File: config.mk
export PLATFORM = sky130hd
export DESIGN_NAME = compute_cluster_combiner
export DESIGN_NICKNAME = d
export VERILOG_FILES = /design/src/rtl/compute_cluster_combiner.sv
export SDC_FILE = /design/constraint.sdc
export NUM_CORES = 1
export LEC_CHECK = 0
export ABC_CLOCK_PERIOD_IN_PS = 2400
export CAP_MARGIN = 20
export CORE_ASPECT_RATIO = 0.7
export CORE_MARGIN = 2
export CORE_UTILIZATION = 30
export CTS_BUF_LIST = sky130_fd_sc_hd__clkbuf_8
export DETAILED_ROUTE_END_ITERATION = 10
export DONT_BUFFER_PORTS = 1
export HOLD_SLACK_MARGIN = 0.12
export PLACE_DENSITY_LB_ADDON = 0.2
export SLEW_MARGIN = 30
export SYNTH_ARGS = -nofsm -noshare
export SYNTH_HDL_FRONTEND = slang
export SYNTH_SLANG_ARGS = --single-unit
File: constraint.sdc
create_clock -name clk -period 2.4 [get_ports clk]
set_clock_uncertainty 0.05 [all_clocks]
set_input_delay 0.48 -clock clk [delete_from_list [all_inputs] [get_ports clk]]
set_output_delay 0.48 -clock clk [all_outputs]
set_load 0.02 [all_outputs]
File: src/rtl/compute_cluster_combiner.sv
// compute_cluster_combiner: merges NUM_UNITS compute-unit output bundles into registered chip-level outputs
//   clk, rst_n           clock, asynchronous active-low reset
//   ena                  block enable; low freezes every register and forces cfg_ready low
//   unit_uo/uio_out/oe   per-unit buses, unit k at bits [8k+7:8k]
//   cfg_valid/cfg_data   config request {mask, sel, mode}, mode in the LSBs
//   cfg_ready            config accept-ready
//   uo_out/uio_out/oe    combined outputs, one cycle after the unit inputs
//   active_unit          unit owning the outputs in select / round-robin modes
//   oe_conflict          sticky flag: two live units drove the same uio_oe bit (modes 0/1)
module compute_cluster_combiner #(
   parameter int NUM_UNITS = 4,
   parameter int DWELL = 16,
   localparam int SEL_W = (NUM_UNITS > 2) ? $clog2(NUM_UNITS) : 1,
   localparam int CFG_W = 2 + SEL_W + NUM_UNITS
) (
   input  logic                   clk,
   input  logic                   rst_n,
   input  logic                   ena,
   input  logic [8*NUM_UNITS-1:0] unit_uo,
   input  logic [8*NUM_UNITS-1:0] unit_uio_out,
   input  logic [8*NUM_UNITS-1:0] unit_uio_oe,
   input  logic                   cfg_valid,
   input  logic [CFG_W-1:0]       cfg_data,
   output logic                   cfg_ready,
   output logic [7:0]             uo_out,
   output logic [7:0]             uio_out,
   output logic [7:0]             uio_oe,
   output logic [SEL_W-1:0]       active_unit,
   output logic                   oe_conflict
);
   typedef enum logic {READY, SETTLE} state_t;
   state_t state, state_nx;
   logic [1:0] mode;
   logic [SEL_W-1:0] sel, rr_ptr, rr_nx, rr_hi, rr_lo, first_live, pick, active_nx;
   logic rr_hi_ok, accept, wrap, conflict;
   logic [NUM_UNITS-1:0] mask, cfg_mask;
   logic [7:0] dwell_cnt;
   logic [7:0] x_uo, or_uo, or_uio, or_oe, dup, p_uo, p_uio, p_oe, uo_nx, uio_nx, oe_nx;

   assign cfg_mask = cfg_data[2+SEL_W +: NUM_UNITS];

   always_comb begin
      state_nx = state;
      cfg_ready = 1'b0;
      if (ena) begin
         cfg_ready = (state == READY);
         state_nx = (state == SETTLE) ? READY : (cfg_valid ? SETTLE : READY);
      end
   end

   assign accept = cfg_valid && cfg_ready;
   assign pick = (mode == 2'd2) ? sel : rr_ptr;

   // dup collects bits already seen in an earlier live unit, i.e. enable collisions
   always_comb begin
      x_uo = '0;
      or_uo = '0;
      or_uio = '0;
      or_oe = '0;
      dup = '0;
      p_uo = '0;
      p_uio = '0;
      p_oe = '0;
      for (int k = 0; k < NUM_UNITS; k++) begin
         if (mask[k]) begin
            x_uo = x_uo ^ unit_uo[8*k +: 8];
            or_uo = or_uo | unit_uo[8*k +: 8];
            or_uio = or_uio | unit_uio_out[8*k +: 8];
            dup = dup | (or_oe & unit_uio_oe[8*k +: 8]);
            or_oe = or_oe | unit_uio_oe[8*k +: 8];
         end
         if (mask[k] && pick == SEL_W'(k)) begin
            p_uo = unit_uo[8*k +: 8];
            p_uio = unit_uio_out[8*k +: 8];
            p_oe = unit_uio_oe[8*k +: 8];
         end
      end
   end

   // Descending scan: the last hit is the lowest index. rr_hi is the lowest live unit
   // above rr_ptr; failing that the search wraps to the lowest live unit overall.
   always_comb begin
      first_live = '0;
      rr_hi = rr_ptr;
      rr_lo = rr_ptr;
      rr_hi_ok = 1'b0;
      for (int k = NUM_UNITS - 1; k >= 0; k--) begin
         if (cfg_mask[k]) first_live = SEL_W'(k);
         if (mask[k]) begin
            rr_lo = SEL_W'(k);
            if (SEL_W'(k) > rr_ptr) begin
               rr_hi = SEL_W'(k);
               rr_hi_ok = 1'b1;
            end
         end
      end
   end

   assign rr_nx = rr_hi_ok ? rr_hi : rr_lo;
   assign uo_nx = mode[1] ? p_uo : (mode[0] ? or_uo : x_uo);
   assign uio_nx = mode[1] ? p_uio : or_uio;
   assign oe_nx = mode[1] ? p_oe : or_oe;
   assign active_nx = mode[1] ? pick : '0;
   assign conflict = !mode[1] && (dup != 8'd0);
   assign wrap = (mode == 2'd3) && (dwell_cnt == 8'(DWELL - 1));

   always_ff @(posedge clk or negedge rst_n) begin
      if (!rst_n) state <= READY;
      else state <= state_nx;
   end

   always_ff @(posedge clk or negedge rst_n) begin
      if (!rst_n) begin
         uo_out <= '0;
         uio_out <= '0;
         uio_oe <= '0;
         active_unit <= '0;
         oe_conflict <= 1'b0;
         mode <= 2'd0;
         sel <= '0;
         mask <= '1;
         rr_ptr <= '0;
         dwell_cnt <= '0;
      end else if (ena) begin
         uo_out <= uo_nx;
         uio_out <= uio_nx;
         uio_oe <= oe_nx;
         active_unit <= active_nx;
         // an accept overrides both a same-cycle conflict and a same-cycle rotation step
         if (accept) begin
            mode <= cfg_data[1:0];
            sel <= cfg_data[2 +: SEL_W];
            mask <= cfg_mask;
            oe_conflict <= 1'b0;
            dwell_cnt <= '0;
            rr_ptr <= first_live;
         end else begin
            if (conflict) oe_conflict <= 1'b1;
            if (wrap) begin
               dwell_cnt <= '0;
               rr_ptr <= rr_nx;
            end else if (mode == 2'd3) begin
               dwell_cnt <= dwell_cnt + 8'd1;
            end
         end
      end
   end
endmodule

==> impl_metrics.yaml <==
outcome:
  outcome: "finished clean"
timing:
  hold_viol_final: 0
  fmax_mhz: 446
  setup_violations: 0
  min_period_ps: 2240
  setup_ws_ps: 156
  tns_ps: 0
  holdWs_ps: 198
  min_period_over_period_pct: 93.5
  drv_slew: 0
  slew_headroom_pct: 41.7
  rsz0062_at_grt: "no"
  worst_slew_pin_slew_ps: 875
power_and_ir_drop:
  p_leak_nw: 1.88
  ir_worst_vdd_v: 0.000268
  powerDensity_nw_per_um2: 826
  p_total_mw: 3.77
cts:
  cts_buffers: 5
  clk_path_buf_depth: 2
  h-tree-depth: 2
  clk_pin_slew_ps: 110
  cts_resized: 0
  cts-root-buf: "clkbuf_8"
  clock_sinks: 46
  insertion_delay_ps: 320
  cts_tree: "done"
  post_cts_buffers: 0
detailed_routing:
  post_drt_via_cell_ratio: 6.13
  vias: 4473
  routed_wl_um: 16300
  drcViolationCount: 0
  dr.pass1.iters: 5
  drt_iter0_markers: 300
  antenna_left: 0
  routedWlPerCell_um: 22.3
synth:
  syn_area_per_cell_um2: 7.61
  synth_ff_type: "dfrtp_1"
  yosysMostFrequentCell: "nand2_1"
  ys_seq_elements: 46
  yosysSeqAreaShare_pct: 27.2
  ys_warn_count: 0
  yosys-top-cells-area: "dfrtp_1 (25%), nand2_1 (7.0%), a21oi_1 (6.4%), o21ai_0 (5.1%), mux2i_1 (4.9%)"
  yosys-top-cells-count: "nand2_1 (79), a21oi_1 (54), o21ai_0 (43), dfrtp_1 (42), o22ai_1 (32)"
  synth_top_area_share_pct: 24.7
  synth_nets: 675
  yosysTopAreaCell: "dfrtp_1"
  yosysUniqueCellTypes: 51
  synth-edff-count: 0
  netlist_area_um2: 4250
  netlist_instances: 558
  async_flop_share_pct: 100
setup_path:
  end_kind: "register"
  cp_max_fo: 16
  worstPathArrival_ps: 2390
  path_class: "register to register"
  crit_required_ps: 2550
  startpoint_type: "register"
grt:
  grtUsageTotal_pct: 21.2
  grt_overflow: 0
  antenna_found_initial: 0
  grt_pass1_wl_um: 25500
  grt_pass1_vias: 4606
  grt_max_degree: 72
job:
  maxCapViolCount: 0
final_layout:
  nets: 656
  finish.instance_area_um2: 4560
  syn_to_final_growth_pct: 7.39
  regArea_um2: 1160
  multiInputGateArea_um2: 2770
  n_antenna_cell: 0
  final_layout_size_suffix_gt1_share_pct: 10.2
  fillCellCount: 1466
hold_path:
  min_path_type: "input pin to register"
place:
  post-place-ws_ps: 216
  gp_congestion: 0.892
  dpl.hpwl_um: 11100
  io_buffers: 0
  postPlaceCellArea_um2: 4430
floorplanning:
  die_w_um: 146
  core_um2: 13900
  num_rows: 36
  ioPinCount: 136
  die_h_um: 104
  start_util_pct: 30.6
  dieArea_um2: 15100
-- cells in the final DEF, fill, tap and decap left out, types with 3 or more instances in the layout --
cell and count:
nor3b_1 8, a222oi_1 4, buf_4 20, o21ai_0 43, inv_1 26, and2_1 3
nand2b_1 4, nand4_1 10, dfstp_2 4, nor2b_1 13, nand2_1 79, mux2i_1 21
nor2_1 21, a221oi_1 9, a21oi_1 54, clkbuf_8 5, a41oi_2 4, a22o_1 7
a22oi_1 15, and3b_1 16, and3_1 3, o22ai_1 32, o31ai_1 3, nor3_1 8
nand3b_1 9, dfrtp_1 42, nand3_1 16, o211ai_1 10, ha_1 9, a41oi_1 4
a31o_2 8, a21o_1 5
-- final timing paths --
kind / startpoint / to / slack, ps / cells after the start
max: mode[0] / uio_oe[4] / 160 / 5
max reg2reg: mode[0] / uio_oe[4] / 160 / 5
min: cfg_data[5] / mask[1] / 200 / 2
min reg2reg: dwell_cnt[6] / dwell_cnt[6] / 470 / 1
min in group asynchronous: rst_n / uio_oe[6] / 630 / 2
max in group asynchronous: rst_n / mask[3] / 1360 / 2
-- worst max-delay path: stages, from the launching register on --
cell,delay [ps]
dfrtp_1,480
nand2b_1,360
a21oi_4,200
nand2b_1,690
a31o_2,270
a21oi_1,70
-- final cells by class --
class                   instances  area share (%)
clock buffers                   5            1.51
repair buffers                 23            4.55
clock inverters                 3           0.521
well taps                     190            5.21
inverters                      27            2.22
multi-input cells             436            60.6
flip-flops and latches         46            25.3
-- through the flow --
step | utilization [%] | std cells
after floorplan | - | 558
after global placement | 31.9 | 720
after detailed placement | 31.9 | 720
after CTS | 32.9 | 730
after global routing | 32.9 | 730
final | 32.9 | 730
-- repair_timing --
item                                    in CTS  in global routing
hold buffers                                 2                  0
hold endpoints to repair                    46                  0
endpoints found under the setup margin       0                  0
-- routing by layer --
metal	global-route usage, %	up-vias	share of wire [%]
li1	-	2031	-
met4	5.96	0	1.3
met5	0	-	0
met2	32.8	263	44
met3	8.02	19	13
met1	27.6	2160	42
-- power by group --
group          total (mW)  switching [mW]  internal (mW)
clock               0.540           0.331          0.210
combinational        1.77            1.04          0.732
sequential           1.45           0.461          0.992
total                3.77            1.83           1.93
-- sequential cells by signal, indices dropped and copies added, names as in the netlist --
| name | cells |
|---|---|
| active_unit | 2 |
| uio_out | 8 |
| mode | 2 |
| sel | 2 |
| dwell_cnt | 8 |
| uo_out | 8 |
| rr_ptr | 2 |
| mask | 4 |
| uio_oe | 8 |
| state | 1 |
| oe_conflict | 1 |
-- logic make-up after synthesis --
logic type	after synthesis	share of synthesized area [%]
xor gates and xnor gates	1	0.206
buffers and inverters	76	7.66
muxes	23	5.74
AOI/OAI and AO/OA	206	32.2
and+or+nand+nor	197	24.3
DFF	46	27.2
adders and majority gates	9	2.65
(Power assumes the default switching activity.)
